===== config.mk =====
export PLATFORM = sky130hd
export DESIGN_NAME = bt_program_loader
export DESIGN_NICKNAME = d
export VERILOG_FILES = /design/src/rtl/bt_loader_pkg.sv /design/src/rtl/bt_program_loader_uart_rx.sv /design/src/rtl/bt_program_loader.sv
export SDC_FILE = /design/constraint.sdc
export NUM_CORES = 1
export LEC_CHECK = 0
export CAP_MARGIN = 20
export CORE_UTILIZATION = 45
export DETAILED_ROUTE_END_ITERATION = 16
export PLACE_DENSITY = 0.73
export SETUP_SLACK_MARGIN = 0.5
export SLEW_MARGIN = 20
export SYNTH_ARGS = -nofsm -noshare
export SYNTH_HDL_FRONTEND = slang
export SYNTH_SLANG_ARGS = --single-unit

===== constraint.sdc =====
create_clock -name clk -period 2.5 [get_ports clk]
set_input_delay 0.375 -clock clk [delete_from_list [all_inputs] [get_ports clk]]
set_output_delay 0.375 -clock clk [all_outputs]
set_load 0.01 [all_outputs]

===== src/rtl/bt_loader_pkg.sv =====
// Shared types and constants for the Bluetooth program loader.
package bt_loader_pkg;

    localparam int         LEN_W     = 16;
    localparam logic [7:0] SYNC_BYTE = 8'hA5;

    typedef enum logic [2:0] {
        IDLE,
        LEN_LO,
        LEN_HI,
        DATA,
        WRITE,
        CSUM,
        DONE,
        ERROR
    } loader_state_t;

    typedef enum logic [1:0] {
        RX_IDLE,
        RX_START,
        RX_DATA,
        RX_STOP
    } rx_state_t;

endpackage


===== src/rtl/bt_program_loader_uart_rx.sv =====
// 8N1 UART receiver: 2-flop synchronizer, start confirm at half bit, centre sampling.
// byte_valid / frame_err are one-cycle pulses issued at the stop-bit centre.
module uart_rx
    import bt_loader_pkg::*;
#(
    parameter int CLK_FREQ = 50_000_000,
    parameter int BAUD     = 9600
) (
    input  logic       clk,
    input  logic       rst_n,
    input  logic       rx,
    output logic [7:0] byte_data,
    output logic       byte_valid,
    output logic       frame_err
);

    localparam int            BIT_CYC  = CLK_FREQ / BAUD;
    localparam int            CW       = $clog2(BIT_CYC);
    localparam logic [CW-1:0] BIT_RLD  = CW'(BIT_CYC - 1);
    localparam logic [CW-1:0] HALF_RLD = CW'(BIT_CYC / 2 - 1);

    logic [1:0]    sync_q;
    logic          prev_q;
    logic          rx_s;
    rx_state_t     state_q, state_d;
    logic [CW-1:0] cnt_q, cnt_d;
    logic [2:0]    bit_q, bit_d;
    logic [7:0]    shift_q, shift_d;
    logic          valid_q, valid_d;
    logic          err_q, err_d;

    assign rx_s = sync_q[1];

    always_ff @(posedge clk) begin
        if (!rst_n) begin
            sync_q  <= 2'b11;
            prev_q  <= 1'b1;
            state_q <= RX_IDLE;
            cnt_q   <= '0;
            bit_q   <= '0;
            shift_q <= '0;
            valid_q <= 1'b0;
            err_q   <= 1'b0;
        end else begin
            sync_q  <= {sync_q[0], rx};
            prev_q  <= rx_s;
            state_q <= state_d;
            cnt_q   <= cnt_d;
            bit_q   <= bit_d;
            shift_q <= shift_d;
            valid_q <= valid_d;
            err_q   <= err_d;
        end
    end

    // Start needs a high-to-low edge, so a line held low after a bad stop bit is not re-read as a start.
    always_comb begin
        state_d = state_q;
        cnt_d   = cnt_q;
        bit_d   = bit_q;
        shift_d = shift_q;
        valid_d = 1'b0;
        err_d   = 1'b0;
        case (state_q)
            RX_IDLE: begin
                if (prev_q && !rx_s) begin
                    state_d = RX_START;
                    cnt_d   = HALF_RLD;
                end
            end
            RX_START: begin
                if (cnt_q != '0) begin
                    cnt_d = cnt_q - CW'(1);
                end else if (!rx_s) begin
                    state_d = RX_DATA;
                    cnt_d   = BIT_RLD;
                    bit_d   = '0;
                end else begin
                    state_d = RX_IDLE;
                end
            end
            RX_DATA: begin
                if (cnt_q != '0) begin
                    cnt_d = cnt_q - CW'(1);
                end else begin
                    shift_d = {rx_s, shift_q[7:1]};
                    cnt_d   = BIT_RLD;
                    bit_d   = bit_q + 3'd1;
                    if (bit_q == 3'd7) state_d = RX_STOP;
                end
            end
            RX_STOP: begin
                if (cnt_q != '0) begin
                    cnt_d = cnt_q - CW'(1);
                end else begin
                    valid_d = rx_s;
                    err_d   = !rx_s;
                    state_d = RX_IDLE;
                end
            end
            default: state_d = RX_IDLE;
        endcase
    end

    assign byte_data  = shift_q;
    assign byte_valid = valid_q;
    assign frame_err  = err_q;

endmodule


===== src/rtl/bt_program_loader.sv =====
// Frame parser that writes a serial program image into instruction memory and holds the CPU meanwhile.
// Define BT_LOADER_CSUM_EN to expect and check a trailing XOR checksum byte.
module bt_program_loader
    import bt_loader_pkg::*;
#(
    parameter int CLK_FREQ    = 50_000_000,
    parameter int BAUD        = 9600,
    parameter int MEM_DEPTH   = 1024,
    parameter int TIMEOUT_CYC = CLK_FREQ / 10
) (
    input  logic        clk,
    input  logic        rst_n,
    input  logic        rx,
    output logic [31:0] prog_addr,
    output logic [31:0] prog_data,
    output logic        prog_we,
    output logic        cpu_hold,
    output logic        load_done,
    output logic        load_error
);

    localparam int             TW        = $clog2(TIMEOUT_CYC + 1);
    localparam logic [TW-1:0]  TMO_RLD   = TW'(TIMEOUT_CYC - 1);
    localparam logic [LEN_W:0] DEPTH_MAX = (LEN_W + 1)'(MEM_DEPTH);

    logic [7:0]       byte_data;
    logic             byte_valid, frame_err;

    loader_state_t    state_q, state_d;
    logic [LEN_W-1:0] len_q, len_d, idx_q, idx_d, addr_q, addr_d;
    logic [LEN_W-1:0] len_new, idx_inc;
    logic [1:0]       bcnt_q, bcnt_d;
    logic [31:0]      asm_q, asm_d, data_q, data_d;
    logic [TW-1:0]    tmo_q, tmo_d;
    logic             we_q, we_d, hold_q, hold_d, done_q, done_d, err_q, err_d;
    logic             in_frame;
`ifdef BT_LOADER_CSUM_EN
    logic [7:0]       csum_q, csum_d;
`endif

    uart_rx #(.CLK_FREQ(CLK_FREQ), .BAUD(BAUD)) u_rx (
        .clk        (clk),
        .rst_n      (rst_n),
        .rx         (rx),
        .byte_data  (byte_data),
        .byte_valid (byte_valid),
        .frame_err  (frame_err)
    );

    assign len_new  = {byte_data, len_q[7:0]};
    assign idx_inc  = idx_q + LEN_W'(1);
    assign in_frame = (state_q == LEN_LO) || (state_q == LEN_HI) || (state_q == DATA) ||
                      (state_q == WRITE)  || (state_q == CSUM);

    always_ff @(posedge clk) begin
        if (!rst_n) begin
            state_q <= IDLE;
            len_q   <= '0;
            idx_q   <= '0;
            addr_q  <= '0;
            bcnt_q  <= '0;
            asm_q   <= '0;
            data_q  <= '0;
            tmo_q   <= '0;
            we_q    <= 1'b0;
            hold_q  <= 1'b0;
            done_q  <= 1'b0;
            err_q   <= 1'b0;
`ifdef BT_LOADER_CSUM_EN
            csum_q  <= '0;
`endif
        end else begin
            state_q <= state_d;
            len_q   <= len_d;
            idx_q   <= idx_d;
            addr_q  <= addr_d;
            bcnt_q  <= bcnt_d;
            asm_q   <= asm_d;
            data_q  <= data_d;
            tmo_q   <= tmo_d;
            we_q    <= we_d;
            hold_q  <= hold_d;
            done_q  <= done_d;
            err_q   <= err_d;
`ifdef BT_LOADER_CSUM_EN
            csum_q  <= csum_d;
`endif
        end
    end

    always_comb begin
        state_d = state_q;
        len_d   = len_q;
        idx_d   = idx_q;
        addr_d  = addr_q;
        bcnt_d  = bcnt_q;
        asm_d   = asm_q;
        data_d  = data_q;
        we_d    = 1'b0;
        hold_d  = hold_q;
        done_d  = done_q;
        err_d   = err_q;
`ifdef BT_LOADER_CSUM_EN
        csum_d  = csum_q;
`endif
        if (byte_valid)         tmo_d = TMO_RLD;
        else if (tmo_q != '0)   tmo_d = tmo_q - TW'(1);
        else                    tmo_d = tmo_q;

        case (state_q)
            IDLE, DONE, ERROR: begin
                if (byte_valid && byte_data == SYNC_BYTE) begin
                    state_d = LEN_LO;
                    done_d  = 1'b0;
                    err_d   = 1'b0;
                    hold_d  = 1'b1;
                    idx_d   = '0;
`ifdef BT_LOADER_CSUM_EN
                    csum_d  = '0;
`endif
                end
            end
            LEN_LO: begin
                if (byte_valid) begin
                    len_d[7:0] = byte_data;
                    state_d    = LEN_HI;
                end
            end
            LEN_HI: begin
                if (byte_valid) begin
                    len_d  = len_new;
                    bcnt_d = '0;
                    if ({1'b0, len_new} > DEPTH_MAX) begin
                        state_d = ERROR;
                        err_d   = 1'b1;
                    end else if (len_new == '0) begin
`ifdef BT_LOADER_CSUM_EN
                        state_d = CSUM;
`else
                        state_d = DONE;
                        done_d  = 1'b1;
                        hold_d  = 1'b0;
`endif
                    end else begin
                        state_d = DATA;
                    end
                end
            end
            DATA: begin
                if (byte_valid) begin
                    case (bcnt_q)
                        2'd0:    asm_d[7:0]   = byte_data;
                        2'd1:    asm_d[15:8]  = byte_data;
                        2'd2:    asm_d[23:16] = byte_data;
                        default: asm_d[31:24] = byte_data;
                    endcase
`ifdef BT_LOADER_CSUM_EN
                    csum_d = csum_q ^ byte_data;
`endif
                    bcnt_d = bcnt_q + 2'd1;
                    if (bcnt_q == 2'd3) begin
                        state_d = WRITE;
                        we_d    = 1'b1;
                        addr_d  = idx_q;
                        data_d  = asm_d;
                    end
                end
            end
            WRITE: begin
                idx_d = idx_inc;
                if (idx_inc == len_q) begin
`ifdef BT_LOADER_CSUM_EN
                    state_d = CSUM;
`else
                    state_d = DONE;
                    done_d  = 1'b1;
                    hold_d  = 1'b0;
`endif
                end else begin
                    state_d = DATA;
                end
            end
`ifdef BT_LOADER_CSUM_EN
            CSUM: begin
                if (byte_valid) begin
                    if (byte_data == csum_q) begin
                        state_d = DONE;
                        done_d  = 1'b1;
                        hold_d  = 1'b0;
                    end else begin
                        state_d = ERROR;
                        err_d   = 1'b1;
                    end
                end
            end
`endif
            default: state_d = IDLE;
        endcase

        // Line faults and stalls abort the frame wherever it is; cpu_hold stays asserted.
        if (in_frame && (frame_err || (tmo_q == '0 && !byte_valid))) begin
            state_d = ERROR;
            err_d   = 1'b1;
            done_d  = 1'b0;
            hold_d  = 1'b1;
            we_d    = 1'b0;
        end
    end

    assign prog_addr  = {{(32 - LEN_W){1'b0}}, addr_q};
    assign prog_data  = data_q;
    assign prog_we    = we_q;
    assign cpu_hold   = hold_q;
    assign load_done  = done_q;
    assign load_error = err_q;

endmodule


==> impl_metrics.tcl <==
set metrics [dict create \
    status "finished, final reports clean" \
    wl_per_cell_um 15.4 \
    finish.utilization_pct 59.9 \
    coreArea_um2 17200 \
    path_buf_inv 1 \
    grt_pass1_vias 6712 \
    synth_ff_type "dfxtp_1" \
    grt_pass1_wl_um 31600 \
    p_per_area_nw_per_um2 879 \
    fmax_ghz 0.445 \
    dpl.hpwl_um 12000 \
    cp_cell_sequence "buf_6, nand4_4, or3b_4, xnor2_2, nor4_2, nand4_1, or3_1, a31oi_1" \
    startpoint_type "register" \
    numCtsBuffers 17 \
    die_w_um 134 \
    power_mw 9.08 \
    placed_area_um2 8750 \
    netlist_top_cells_count "167 x dfxtp_1, 152 x nand2_1, 130 x a21oi_1" \
    rows 48 \
    drive_above_1_share_pct 20.9 \
    worst_slack_ns 0.250 \
    place_inst 1239 \
    portBuffers 54 \
    synthesis.instances 994 \
    clkTransAtPathRegs_ns 0.07 \
    peakVddDrop_uv 562 \
    drv_cap 0 \
    cts_sinks 167 \
    ys_seq_elements 167 \
    htreeDepth 4 \
    hp-start "addr_q[12]" \
    globalRouteOverflowTotal 0 \
    drc 0 \
    worst_pin_slew_ns 0.531 \
    fp.dieH_um 134 \
    p_int_mw 5.88 \
    async_flop_share_pct 0 \
    clkPwrFrac_pct 29.2 \
    maxSlewViolCount 0 \
    synth_top_cell_by_area "dfxtp_1" \
    worstHoldPathType "reg -> reg" \
    dp_slack_ns 0.125 \
    syn_avg_cell_area_um2 7.94 \
    grt_max_degree 43 \
    synth_edf_count 0 \
    leakage_nw 3.75 \
    finalSetupViolCount 0 \
    finalWeightedCongestion 0.860 \
    finalHoldViolCount 0 \
    grtUsageTotal_pct 21.5 \
    diodes 0 \
    fin_cells 1322 \
    ys_seq_area_share_pct 42.4 \
    reg2reg_slack_ns 0.25 \
    reg2reg_depth 8 \
    period_minus_slack_ns 2.25 \
    required_ns 2.85 \
    ant_nets 0 \
    combPwrFrac_pct 35.7 \
    finalCritPeriodShare_pct 90.0 \
    p_seq_share_pct 35.1 \
    syn_area_um2 7890 \
    critical_path.top_delay_family "simple AND/OR/NAND/NOR gates" \
    clk_path_buf_depth 2 \
    die_area_um2 18100 \
    yosys_warnings 0 \
    cp_max_fo 4 \
    rsz0062_at_grt "true" \
    synth.most_common_cell "dfxtp_1" \
    min_to "addr_q[12]" \
    synth_area_leaders "dfxtp_1 42%, a21oi_1 8.2%, nand2_1 7.2%" \
    synth.top_cell.area_share_pct 42.4 \
    slowest_stage "or3b_4" \
    critPathCaptureType "register" \
    vias 7329 \
    finalWirelength_um 20300 \
    holdPathStages 2 \
    cpPeakStageDelay_ns 0.45 \
    fin_nets 1101 \
    antenna_found_initial 0 \
    finalSetupTns_ns 0 \
    synthDistinctLibCells 60 \
    vias_per_cell 5.54 \
    first_pass_iters 5 \
    ios 71 \
    cp.arrival_ns 2.60 \
    p_switching_mw 3.20 \
    reg2reg_to "state_q[2]" \
    fin_worst_skew_ns 0.0116 \
    reg2reg_from "idx_q[0]" \
    cts_root_buf "clkbuf_16" \
    initial_utilization_pct 45.8 \
    synthToLayoutAreaGrowth_pct 30.8 \
    max-slew-margin-rel_pct 64.6 \
    final_area_um2 10300 \
    cts_tree "built" \
    swShare_pct 35.2 \
    nFillCells 1418 \
    insertion_delay_ns 0.43 \
    fin_hold_ws_ns 0.452 \
    dr.first_iter.drc_count 491 \
    path_class "reg -> reg" \
]
## cell type report
| type | instances | area (um2) | area share, % |
|---|---|---|---|
| flip-flops and latches | 167 | 3400 | 33.0 |
| well taps | 225 | 282 | 2.73 |
| inverters | 18 | 70.1 | 0.679 |
| clock inverters | 14 | 161 | 1.56 |
| clock buffers | 18 | 439 | 4.26 |
| repair buffers | 141 | 1300 | 12.6 |
| multi-input cells | 739 | 4660 | 45.2 |
## cells in the final DEF (no fill, tap or decap), types with 4 or more instances in the layout
master	instances
a211oi_1	29
a21oi_1	122
a21oi_2	5
a21oi_4	4
a22oi_1	4
a31oi_1	5
buf_12	5
buf_4	70
buf_6	12
clkbuf_16	17
clkdlybuf4s50_1	54
conb_1	16
dfxtp_1	145
dfxtp_2	9
dfxtp_4	13
ha_1	10
inv_1	12
inv_2	5
inv_6	4
mux2i_1	34
nand2_1	147
nand2_2	5
nand2b_1	9
nand3_1	34
nand3b_1	5
nand4_1	7
nor2_1	105
nor2_2	5
nor3_1	11
nor3_4	4
nor3b_1	4
nor4_1	7
nor4_4	7
o21ai_0	32
or3_1	9
or3_4	4
xnor2_1	25
xor2_1	11
## worst register-to-register path: stages (launching register included)
cell	delay (ns)
dfxtp_4	0.37
buf_6	0.10
nand4_4	0.10
or3b_4	0.45
xnor2_2	0.15
nor4_2	0.22
nand4_1	0.22
or3_1	0.38
a31oi_1	0.18
## cell families after synthesis
logic type,after synthesis,share of synthesized area [%]
other,1,0.0475
buffers and inverters,103,5.84
multiplexers,34,4.31
AO/OA/AOI/OAI,235,17.2
flip-flops,167,42.4
adder cells (fa/ha/maj),14,2.22
AND/OR/NAND/NOR,401,23.7
XOR/XNOR,39,4.33
## how the worst max path moves through the flow
stage / from / cells past startpoint / endpoint
6_report: idx_q[0] / 8 / state_q[2]
5_1_grt: idx_q[0] / 9 / load_done
4_1_cts: tmo_q[0] / 9 / tmo_q[11]
3_5_place_dp: idx_q[1] / 8 / state_q[2]
3_3_place_gp: idx_q[1] / 8 / state_q[2]
2_1_floorplan: idx_q[8] / 8 / state_q[2]
## registers in the layout (all words and copies together) (netlist names), 2 cells and up, named ones only
name	count
addr_q	16
idx_q	16
u_rx.bit_q	3
prog_data	32
tmo_q	23
asm_q	24
state_q	3
u_rx.byte_data	8
u_rx.cnt_q	13
len_q	16
bcnt_q	2
u_rx.sync_q	2
## repair_timing
action | in CTS | in global routing
setup endpoints to repair | 53 | 98
pin swaps | 18 | 42
buffers inserted | 33 | 18
hold buffers | 0 | 0
resized for setup | 47 | 99
## power groups by stage
stage                     logic [mW]  registers (mW)  clock network [mW]
after floorplan                 1.65            3.10                   0
after global placement          1.97            3.15                   0
after detailed placement        2.01            3.15                   0
after CTS                       2.33            3.10                2.67
after global routing            3.52            3.21                2.80
final                           3.24            3.18                2.65
## per-layer routing
layer,GRT usage (%),wire length [um],up-vias
met2,36.2,10100,220
li1,-,-,3597
met5,0,0,-
met4,6.74,295,0
met3,3.89,828,29
met1,27.7,9150,3483
Note: power is estimated with default switching activity, not from simulation.
